--- src/rtl/mtrap_pkg.sv ---
// rtl/mtrap_pkg.sv - shared trap sequencer state, PC source and cause encodings
//
// Purpose: the constants the trap sequencer and the mtval/mcause CSR logic agree on.
// Contents: mtrap_state_t (OPERATING, TRAP_TAKEN, TRAP_RETURN, WAIT_IRQ),
//           PC_SRC_* select codes and CAUSE_* mcause[3:0] codes.
package mtrap_pkg;

    typedef enum logic [1:0] {
        OPERATING   = 2'b00,
        TRAP_TAKEN  = 2'b01,
        TRAP_RETURN = 2'b10,
        WAIT_IRQ    = 2'b11
    } mtrap_state_t;

    localparam logic [1:0] PC_SRC_SEQ      = 2'b00;
    localparam logic [1:0] PC_SRC_MTVEC    = 2'b01;
    localparam logic [1:0] PC_SRC_MEPC     = 2'b10;
    localparam logic [1:0] PC_SRC_RESERVED = 2'b11;

    // Exception causes (mcause[31] = 0)
    localparam logic [3:0] CAUSE_INSTR_MISALIGN = 4'd0;
    localparam logic [3:0] CAUSE_ILLEGAL        = 4'd2;
    localparam logic [3:0] CAUSE_BREAKPOINT     = 4'd3;
    localparam logic [3:0] CAUSE_LOAD_MISALIGN  = 4'd4;
    localparam logic [3:0] CAUSE_STORE_MISALIGN = 4'd6;
    localparam logic [3:0] CAUSE_ECALL_M        = 4'd11;

    // Interrupt causes (mcause[31] = 1)
    localparam logic [3:0] CAUSE_MSI = 4'd3;
    localparam logic [3:0] CAUSE_MTI = 4'd7;
    localparam logic [3:0] CAUSE_MEI = 4'd11;

endpackage

--- src/rtl/mtrap_prio_enc.sv ---
// rtl/mtrap_prio_enc.sv - combinational trap priority encoder
//
// Purpose: picks the single highest-priority trap from the fault and
//          interrupt vectors.
// Ports:
//   instr_misaligned, illegal_instr, ebreak, ecall,
//   load_misaligned, store_misaligned   exception sources
//   mie                                 global interrupt enable
//   meie/mtie/msie, meip/mtip/msip      per-source enable and pending bits
//   take       a trap must be taken
//   is_irq     selected trap is an interrupt
//   cause      mcause[3:0] of the selected trap
//   misaligned selected trap reports a faulting address in mtval
module mtrap_prio_enc
    import mtrap_pkg::*;
(
    input  logic       instr_misaligned,
    input  logic       illegal_instr,
    input  logic       ebreak,
    input  logic       ecall,
    input  logic       load_misaligned,
    input  logic       store_misaligned,
    input  logic       mie,
    input  logic       meie,
    input  logic       mtie,
    input  logic       msie,
    input  logic       meip,
    input  logic       mtip,
    input  logic       msip,
    output logic       take,
    output logic       is_irq,
    output logic [3:0] cause,
    output logic       misaligned
);

    logic mei_q;
    logic msi_q;
    logic mti_q;

    assign mei_q = mie & meie & meip;
    assign msi_q = mie & msie & msip;
    assign mti_q = mie & mtie & mtip;

    // Exceptions are checked before interrupts so a faulting instruction
    // never retires under an interrupt redirect.
    always_comb begin
        take       = 1'b1;
        is_irq     = 1'b0;
        cause      = CAUSE_INSTR_MISALIGN;
        misaligned = 1'b0;
        if (instr_misaligned) begin
            cause      = CAUSE_INSTR_MISALIGN;
            misaligned = 1'b1;
        end else if (illegal_instr) begin
            cause = CAUSE_ILLEGAL;
        end else if (ebreak) begin
            cause = CAUSE_BREAKPOINT;
        end else if (ecall) begin
            cause = CAUSE_ECALL_M;
        end else if (load_misaligned) begin
            cause      = CAUSE_LOAD_MISALIGN;
            misaligned = 1'b1;
        end else if (store_misaligned) begin
            cause      = CAUSE_STORE_MISALIGN;
            misaligned = 1'b1;
        end else if (mei_q) begin
            is_irq = 1'b1;
            cause  = CAUSE_MEI;
        end else if (msi_q) begin
            is_irq = 1'b1;
            cause  = CAUSE_MSI;
        end else if (mti_q) begin
            is_irq = 1'b1;
            cause  = CAUSE_MTI;
        end else begin
            take = 1'b0;
        end
    end

endmodule

--- src/rtl/machine_trap_ctrl.sv ---
// rtl/machine_trap_ctrl.sv - machine-mode trap sequencer for the RV32 core
//
// Purpose: decides when an exception, interrupt or mret redirects the pipeline
//          and drives the trap CSR strobes, PC source select and flush.
// Optional feature: MTRAP_WFI_EN adds wfi_in / stall_out and the WAIT_IRQ state.
// Ports:
//   clk_in, rst_in                 clock, asynchronous active-high reset
//   *_in fault / mret inputs       trap sources from decode and LSU
//   mie_in, m?ie_in, m?ip_in       interrupt enable and pending bits
//   set_cause_out, set_epc_out     mcause/mtval and mepc load strobes
//   misaligned_exception_out       mtval takes the faulting address
//   i_or_e_out, cause_out          mcause[31] and mcause[3:0]
//   mie_clear_out, mie_set_out     mstatus MIE/MPIE update strobes
//   pc_src_out, flush_out          PC mux select and IF/ID kill
module machine_trap_ctrl
    import mtrap_pkg::*;
#(
    parameter logic [1:0] RESET_PC_SRC = 2'b00
) (
    input  logic       clk_in,
    input  logic       rst_in,
    input  logic       instr_misaligned_in,
    input  logic       illegal_instr_in,
    input  logic       ebreak_in,
    input  logic       load_misaligned_in,
    input  logic       store_misaligned_in,
    input  logic       ecall_in,
    input  logic       mret_in,
    input  logic       mie_in,
    input  logic       meie_in,
    input  logic       mtie_in,
    input  logic       msie_in,
    input  logic       meip_in,
    input  logic       mtip_in,
    input  logic       msip_in,
`ifdef MTRAP_WFI_EN
    input  logic       wfi_in,
    output logic       stall_out,
`endif
    output logic       set_cause_out,
    output logic       set_epc_out,
    output logic       misaligned_exception_out,
    output logic       i_or_e_out,
    output logic [3:0] cause_out,
    output logic       mie_clear_out,
    output logic       mie_set_out,
    output logic [1:0] pc_src_out,
    output logic       flush_out
);

    mtrap_state_t state;
    mtrap_state_t next_state;

    logic       take;
    logic       is_irq;
    logic [3:0] cause;
    logic       misaligned;
    logic       exc_gate;

    logic       nxt_set_cause;
    logic       nxt_mie_clear;
    logic       nxt_mie_set;
    logic [1:0] nxt_pc_src;
    logic       nxt_flush;

`ifdef MTRAP_WFI_EN
    logic wake;
    logic nxt_stall;

    // WFI wakes on any enabled-and-pending source even with MIE clear.
    assign wake     = (meie_in & meip_in) | (msie_in & msip_in) | (mtie_in & mtip_in);
    // While waiting only interrupts can end the wait, so exceptions are masked
    // from the encoder and the latched cause is always the interrupt's.
    assign exc_gate = (state != WAIT_IRQ);
`else
    assign exc_gate = 1'b1;
`endif

    mtrap_prio_enc u_prio_enc (
        .instr_misaligned (instr_misaligned_in & exc_gate),
        .illegal_instr    (illegal_instr_in    & exc_gate),
        .ebreak           (ebreak_in           & exc_gate),
        .ecall            (ecall_in            & exc_gate),
        .load_misaligned  (load_misaligned_in  & exc_gate),
        .store_misaligned (store_misaligned_in & exc_gate),
        .mie              (mie_in),
        .meie             (meie_in),
        .mtie             (mtie_in),
        .msie             (msie_in),
        .meip             (meip_in),
        .mtip             (mtip_in),
        .msip             (msip_in),
        .take             (take),
        .is_irq           (is_irq),
        .cause            (cause),
        .misaligned       (misaligned)
    );

    always_ff @(posedge clk_in or posedge rst_in) begin
        if (rst_in) begin
            state <= OPERATING;
        end else begin
            state <= next_state;
        end
    end

    // Next state plus the output values that state will present; registering
    // these keeps every output glitch-free while matching Moore timing.
    always_comb begin
        next_state    = OPERATING;
        nxt_set_cause = 1'b0;
        nxt_mie_clear = 1'b0;
        nxt_mie_set   = 1'b0;
        nxt_pc_src    = PC_SRC_SEQ;
        nxt_flush     = 1'b0;
`ifdef MTRAP_WFI_EN
        nxt_stall     = 1'b0;
`endif
        case (state)
            OPERATING: begin
                if (take) begin
                    next_state = TRAP_TAKEN;
                end else if (mret_in) begin
                    next_state = TRAP_RETURN;
`ifdef MTRAP_WFI_EN
                end else if (wfi_in) begin
                    next_state = WAIT_IRQ;
`endif
                end else begin
                    next_state = OPERATING;
                end
            end
            TRAP_TAKEN:  next_state = OPERATING;
            TRAP_RETURN: next_state = OPERATING;
`ifdef MTRAP_WFI_EN
            WAIT_IRQ: begin
                if (wake) begin
                    next_state = (take && is_irq) ? TRAP_TAKEN : OPERATING;
                end else begin
                    next_state = WAIT_IRQ;
                end
            end
`endif
            default:     next_state = OPERATING;
        endcase

        case (next_state)
            TRAP_TAKEN: begin
                nxt_set_cause = 1'b1;
                nxt_mie_clear = 1'b1;
                nxt_pc_src    = PC_SRC_MTVEC;
                nxt_flush     = 1'b1;
            end
            TRAP_RETURN: begin
                nxt_mie_set = 1'b1;
                nxt_pc_src  = PC_SRC_MEPC;
                nxt_flush   = 1'b1;
            end
`ifdef MTRAP_WFI_EN
            WAIT_IRQ: nxt_stall = 1'b1;
`endif
            default: ;
        endcase
    end

    always_ff @(posedge clk_in or posedge rst_in) begin
        if (rst_in) begin
            set_cause_out            <= 1'b0;
            set_epc_out              <= 1'b0;
            mie_clear_out            <= 1'b0;
            mie_set_out              <= 1'b0;
            pc_src_out               <= RESET_PC_SRC;
            flush_out                <= 1'b0;
            cause_out                <= 4'd0;
            i_or_e_out               <= 1'b0;
            misaligned_exception_out <= 1'b0;
`ifdef MTRAP_WFI_EN
            stall_out                <= 1'b0;
`endif
        end else begin
            set_cause_out <= nxt_set_cause;
            set_epc_out   <= nxt_set_cause;
            mie_clear_out <= nxt_mie_clear;
            mie_set_out   <= nxt_mie_set;
            pc_src_out    <= nxt_pc_src;
            flush_out     <= nxt_flush;
`ifdef MTRAP_WFI_EN
            stall_out     <= nxt_stall;
`endif
            // Trap info is captured only on trap entry and held until the next one.
            if (next_state == TRAP_TAKEN) begin
                cause_out                <= cause;
                i_or_e_out               <= is_irq;
                misaligned_exception_out <= misaligned;
            end
        end
    end

endmodule

--- config.mk ---
export PLATFORM = sky130hd
export DESIGN_NAME = machine_trap_ctrl
export DESIGN_NICKNAME = d
export VERILOG_FILES = /design/src/rtl/mtrap_pkg.sv /design/src/rtl/mtrap_prio_enc.sv /design/src/rtl/machine_trap_ctrl.sv
export SDC_FILE = /design/constraint.sdc
export NUM_CORES = 1
export LEC_CHECK = 0
export CORE_MARGIN = 5
export CORE_UTILIZATION = 40
export CTS_BUF_LIST = sky130_fd_sc_hd__clkbuf_4 sky130_fd_sc_hd__clkbuf_8 sky130_fd_sc_hd__clkbuf_16
export DETAILED_ROUTE_END_ITERATION = 12
export GPL_ROUTABILITY_DRIVEN = 0
export PLACE_DENSITY = 0.86
export SYNTH_ARGS = -nofsm -noshare
export SYNTH_HDL_FRONTEND = slang
export SYNTH_SLANG_ARGS = --single-unit
--- constraint.sdc ---
create_clock -name clk_in -period 4.71 [get_ports clk_in]
set_clock_uncertainty 0.15 [all_clocks]
set_input_delay 0.7065 -clock clk_in [delete_from_list [all_inputs] [get_ports clk_in]]
set_output_delay 0.7065 -clock clk_in [all_outputs]
set_load 0.02 [all_outputs]
==> results.txt <==
The largest individual stage delay along the critical path comes from the cell clkdlybuf4s50_1. The cell count after synthesis came out at 59. At the pin with the least slew margin, the transition time is 0.407 ns. The final clock period utilization by the worst path came out at 0.587. The startpoint-to-endpoint class of the critical path is in2reg. The hold buffer count at CTS was 0. The average via count per standard cell works out to 5.17. Path category of the worst min-delay check: reg2reg.

The max-slew violation count is 0. Synthesis produced a netlist with a net count of 78. The run gives 0.26 ns as the insertion delay of the later-clocked pin in the worst-skew pair.

The final layout contains routed wiring with a total length of 1.45 mm. The total global routing overflow was 0. Endpoint of the worst hold-timing path: cause_out[2]. The count of endpoints failing setup in the final report was 0.

The floorplan step set the die height to 48.7 microns. The global-route usage over all layers was 0.124. Overall power consumption after layout is estimated at 274 uW.

The initial core utilization was 0.407. In this run the static leakage power is 0.386 nW. The run gives 0 as the DRC violations left. The worst-case IR drop observed on VDD is 297 uV. The logs give 0 ns for the setup TNS after final layout and 0 for the number of antenna violations at the first check in global routing. The startpoint identified for the worst register-to-register timing path is state[1].

The core region is 1470 sq um. The area of the die came out at 2370 sq um. The most frequent standard cell in the layout excluding fill and tap cells was clkdlybuf4s50_1. Synthesized area per cell: 10.2 sq um. The worst path in the final design needs a cycle of 2.76 ns, including I/O delays and setup.

The cell area that synthesis handed to floorplanning was 599 sq um. The first global-routing pass estimated 2.30 mm of wire. The run gives 895 sq um as the final cell area excluding filler cells.

The residual antenna-violating net count after detailed routing was 0. Across the run, the number of max-cap violations was 0. The count of unique library cells instantiated by Yosys came out at 28. The setup slack on the worst flop-to-flop path was 2.66 ns; the number of cells on the worst hold path was 2.

Category of the worst setup path capture point: a register. In this run the deepest clock path goes through 2 buffers. For this design the top-level I/O count stands at 29. The tools report the final count of hold timing violations as 0. At the worst endpoint, the required time is 4.73 ns. Row generation in the floorplan step produced 14 rows. The combined buffer and inverter count along the critical path is 1. The cell depth of the worst flop-to-flop path is 6.

The proportion of synthesized chip area in sequential cells came out at 0.459. Walking the worst path, the cells encountered are clkdlybuf4s50_1, nor2_1, and3_1, nand4_1, ha_1, nor2b_1, nor3_1, a221oi_2. The tools report the via count of the first global-routing pass as 482. The top cell types in the final layout, fill and taps aside, are 28 x clkdlybuf4s50_1, 11 x dfrtp_1, 7 x inv_1, 5 x nor2_1, 4 x clkbuf_4. Setup repair after global routing left no endpoint under its margin. The tools report the number of clock sinks as 11.

The net count of the finished layout is 106. The family with the most delay on the worst path was simple AND/OR/NAND/NOR gates. TritonCTS built the clock tree.

The capturing point of the worst reg2reg path was cause_out[1]. The run finished with clean final reports. The number of antenna diodes in the final layout is 0. CTS root buffer: clkbuf_4. At the worst endpoint, the arrival time is 2.79 ns.

The yosys synthesis warning count is 0. The number of buffers created by CTS was 3. Timing analysis after detailed placement gives a worst setup slack of 1.66 ns. The stage delay of the slowest cell on the critical path came out at 0.47 ns.

In this run the post-CTS setup repair buffer count came out at 0. Compared with the post-synthesis result, the final layout area differs by 49.3%. The fraction of layout instances using a drive strength above 1 was 0.0814; the count of H-tree levels built during CTS was 1. The HPWL after detailed placement is 1.23 mm.

The first routing iteration left 11 violations. The port buffer count was 28; the clock transition at the registers of the reported paths was 0.07 ns. Final core area utilization: 0.608. For the largest net degree at the start of global routing, the log shows 12. After filler insertion, the fill cell instance count of the layout stands at 132.

Along the worst path, the maximum fanout reaches 11. Relative max-transition margin: 0.728. The total via count after detailed routing came out at 527. After synthesis the netlist holds a flip-flop and latch count of 11. In this run the power density over the cells is 307 nW/um^2.

The worst hold path begins at cause_out[2]. For this run, the detailed router's first-pass iteration total came to 3. The maximum operating frequency is 0.362 GHz, and the cell area after placement is 865 sq um.

For the smallest setup slack after layout, the log shows 1.95 ns. The tools report the sort of element at the start of the critical path as a primary input. In the final routed layout, each cell accounts on average for 14.2 microns.

The number of gates resized after CTS was 0. The floorplan step set the die width to 48.7 microns.
-- flip-flops by register name, summed over array words and instances (netlist names) --
signal and cells:
cause_out 4, pc_src_out 2, state 2, flush_out 1
i_or_e_out 1, misaligned_exception_out 1
-- logic make-up after synthesis --
family,share of synthesized area
compound gates,0.217
buf+inv,0.102
simple gates,0.159
fa+ha+maj,0.0626
flops,0.459
-- per-layer routing --
metal / part of all wire / global-route usage
met4: 0 / 0
met2: 0.50 / 0.191
met1: 0.41 / 0.169
met3: 0.085 / 0.0583
met5: 0 / 0
-- metrics by stage --
stage | cells | hold slack (ns)
after detailed placement | 98 | 0.371
final | 102 | 0.383
after CTS | 102 | 0.382
after global routing | 102 | 0.397
after floorplan | 59 | 0.409
after global placement | 98 | 0.368
-- tightest hold or removal path: cells and delay by family, from the launching register on --
family / cells / cell delay, ns
AO/OA/AOI/OAI: 1 / 0.06
buffers and inverters: 1 / 0.05
flip-flops: 1 / 0.38
-- power by group --
| group | leakage (nW) | switching (mW) | internal [mW] | total (mW) |
|---|---|---|---|---|
| clock | 0.0184 | 0.0306 | 0.0385 | 0.0691 |
| combinational | 0.231 | 0.0479 | 0.0470 | 0.0949 |
| sequential | 0.136 | 0.00570 | 0.105 | 0.110 |
| total | 0.386 | 0.0841 | 0.190 | 0.274 |
-- worst max-delay path by stage --
stage                       start            to  slack, ns  cells after the start
3_3_place_gp     illegal_instr_in  cause_out[1]       1.76                      8
5_1_grt        load_misaligned_in  cause_out[1]       1.78                      8
3_5_place_dp   load_misaligned_in  cause_out[1]       1.66                      8
6_report       load_misaligned_in  cause_out[1]       1.95                      8
2_1_floorplan             msip_in  cause_out[1]       2.47                      7
4_1_cts        load_misaligned_in  cause_out[1]       1.95                      8
-- cell type report --
class	instances	area, sq um	share of cell area
clock buffers	4	30.0	0.0336
repair buffers	28	280	0.313
inverters	7	26.3	0.0294
multi-input cells	36	263	0.294
well taps	16	20.0	0.0224
flip-flops and latches	11	275	0.308
-- Yosys cell counts --
library cell / count / area [sq um]
or2_1: 1 / 6.26
and3_1: 2 / 12.5
a31oi_1: 1 / 6.26
a22o_1: 1 / 8.76
a221oi_2: 1 / 15.0
nor2_1: 5 / 18.8
o31a_1: 2 / 17.5
nor4_1: 1 / 6.26
o22ai_1: 1 / 6.26
a21boi_1: 1 / 7.51
nand3_1: 1 / 5.00
a21oi_4: 1 / 16.3
o32ai_1: 2 / 17.5
a211o_1: 1 / 8.76
nor2b_1: 2 / 12.5
a41oi_1: 1 / 8.76
a21oi_1: 2 / 10.0
nor3_1: 1 / 5.00
or2_2: 1 / 6.26
and4_1: 1 / 8.76
buf_4: 4 / 30.0
dfrtp_1: 11 / 275
o31ai_1: 1 / 7.51
nand2_1: 2 / 7.51
ha_1: 3 / 37.5
nand4_1: 1 / 6.26
buf_2: 1 / 5.00
inv_1: 7 / 26.3
Power figures use the tool's default switching activity.
==> RTL change (same flow settings) <==
Build with the macro `MTRAP_WFI_EN` defined.
--- a/src/rtl/machine_trap_ctrl.sv
+++ b/src/rtl/machine_trap_ctrl.sv
@@ -14,2 +14,4 @@
 //   pc_src_out, flush_out          PC mux select and IF/ID kill
+`define MTRAP_WFI_EN
+
 module machine_trap_ctrl
Ports: changed (added stall_out and wfi_in); port bits go from 29 to 31. No check against the original RTL was run, so the function may have changed too.
==> RTL change against the original RTL <==
  * Cell area up 18%
  * Wire length up 18%
  * Global-route usage increased by 0.63 points
  * Worst setup slack worse by 0.49 ns
  * Via count up 28%
  * Area after synthesis rose by 21%
  * Largest cell class is now multi-input combinational cells
  * Highest routed layer is now met4
  * Total power grew 41%
  * Critical path type unchanged
  * Critical path depth rose by 2
  * First-iteration DRC count grew 36%
  * Critical endpoint unchanged
  * Sequential cell count is 1 higher
  * Register-to-register slack got worse by 0.61 ns
==> RTL change: results (changes against the original RTL) <==
| Metric | Value |
|---|---|
| Count of instances resized after the clock tree is built | 0 (unchanged) |
| Syn nets | 98 (+26%) |
| Post-synth cell types | 29 (+3.6%) |
| Placement Setup Slack | 1.20 ns (-0.463 ns) |
| Routed WL | 1.71 mm (+18%) |
| Largest net degree at the start of global routing | 14 (+2) |
| Cell Int Power | 0.000253 W (+33%) |
| Sequential fraction of the synthesis area | 41.5% (-4.4 points) |
| Antenna cell count | 0 (unchanged) |
| Via count of the first global-routing pass | 623 (+29%) |
| Clock insertion delay at the later pin of the skew report | 0.26 ns (about the same) |
| Number of buffers created by CTS | 3 (unchanged) |
| Global-route wire length before repair | 2.60 mm (+13%) |
| Leak pwr | 0.442 nW (+14%) |
| GRT Util Overall | 13.0% (+0.63 points) |
| Top post-synthesis cells by count | dfrtp_1 (12), nor2_1 (9), inv_1 (8), o21ai_0 (7) |
| Max IR drop VDD | 0.175 mV (-41%) |
| Outcome | complete, no violations |
| Post-DR vias/cell | 5.19 (+0.50%) |
| PortBufs | 30 (+7.1%) |
| Proportion of layout cells with a drive suffix above 1 | 7.62% (-0.52 points) |
| Count of filler cells inserted in the layout | 156 (+18%) |
| Total Nets Final | 127 (+20%) |
| Arrival time of the worst setup path | 3.26 ns (+0.47 ns) |
| Clock tree buffer depth | 2 (unchanged) |
| Maximum fanout along the worst path | 13 (+2) |
| Cell types with the largest area share after synthesis | dfrtp_1 (42%), ha_1 (6.9%), o21ai_0 (4.8%) |
| Slew HR | 67.3% (-5.6 points) |
| Hpwl dp | 1.40 mm (+13%) |
| Detailed Routing Iterations Pass 1 | 4 (+1) |
| Iter 0 DRT Violations | 15 (+4) |
-- RTL change: routing by layer --
layer  GRT usage (%)  up-vias  wire length (microns)
met1            15.0      312                    667
met5               0        -                      0
met3            2.28        2                    120
met2            22.3       35                    905
li1                -      326                      -
met4            7.66        0                     14
-- RTL change: kinds of logic (layout without fill, tap and decap cells) --
kind of cell	count (synthesis)	in the layout	synth area share (%)
flip-flops	12	12	41.5
AND/OR/NAND/NOR	25	25	17.0
adder cells (fa/ha/maj)	4	4	6.92
AO/OA/AOI/OAI	21	21	23.7
buffers and inverters	14	42	9.34
multiplexers	1	1	1.56
-- RTL change: worst paths after layout --
| path | start | depth (start not counted) | slack [ns] | endpoint |
|---|---|---|---|---|
| min reg2reg | misaligned_exception_out$_DFFE_PP0N_ | 2 | 0.37 | misaligned_exception_out$_DFFE_PP0N_ |
| max | meie_in | 10 | 1.46 | cause_out[1]$_DFFE_PP0N_ |
| min | misaligned_exception_out$_DFFE_PP0N_ | 2 | 0.37 | misaligned_exception_out$_DFFE_PP0N_ |
| max reg2reg | state[1]$_DFF_PP0_ | 9 | 2.05 | cause_out[1]$_DFFE_PP0N_ |
| min in group asynchronous | rst_in | 2 | 0.60 | cause_out[3]$_DFFE_PP0N_ |
| max in group asynchronous | rst_in | 2 | 3.49 | state[0]$_DFF_PP0_ |
-- RTL change: critical path, stage by stage --
cell and delay (ns):
clkdlybuf4s50_1 0.44, a222oi_1 0.52, nor2b_1 0.17, a2111oi_4 0.41, o21ai_0 0.22, ha_1 0.39
inv_1 0.12, a2111oi_0 0.06, a21oi_1 0.12, o21ai_0 0.10
-- RTL change: layout make-up --
type | count | area [sq um] | area share, %
tap | 25 | 31.3 | 2.97
sequential | 12 | 300 | 28.5
multi-input combinational | 51 | 355 | 33.7
timing repair buffer | 30 | 300 | 28.5
clock buffer | 4 | 36.3 | 3.44
inverter | 8 | 30.0 | 2.85
-- RTL change: per-stage QoR --
stage	instances	cell area [sq um]	hold slack, ns
floorplan	77	723	0.421
global placement	126	1020	0.333
detailed placement	126	1020	0.360
CTS	130	1050	0.377
global route	130	1050	0.388
finish	130	1050	0.371
-- RTL change: power by group through the flow --
stage                     sequential [W]  combinational, W  clock (W)
after global placement          0.000138          0.000166          0
after floorplan                 0.000163         0.0000708          0
after detailed placement        0.000140          0.000169          0
after global routing            0.000141          0.000179  0.0000875
after CTS                       0.000138          0.000169  0.0000838
final                           0.000138          0.000167  0.0000816
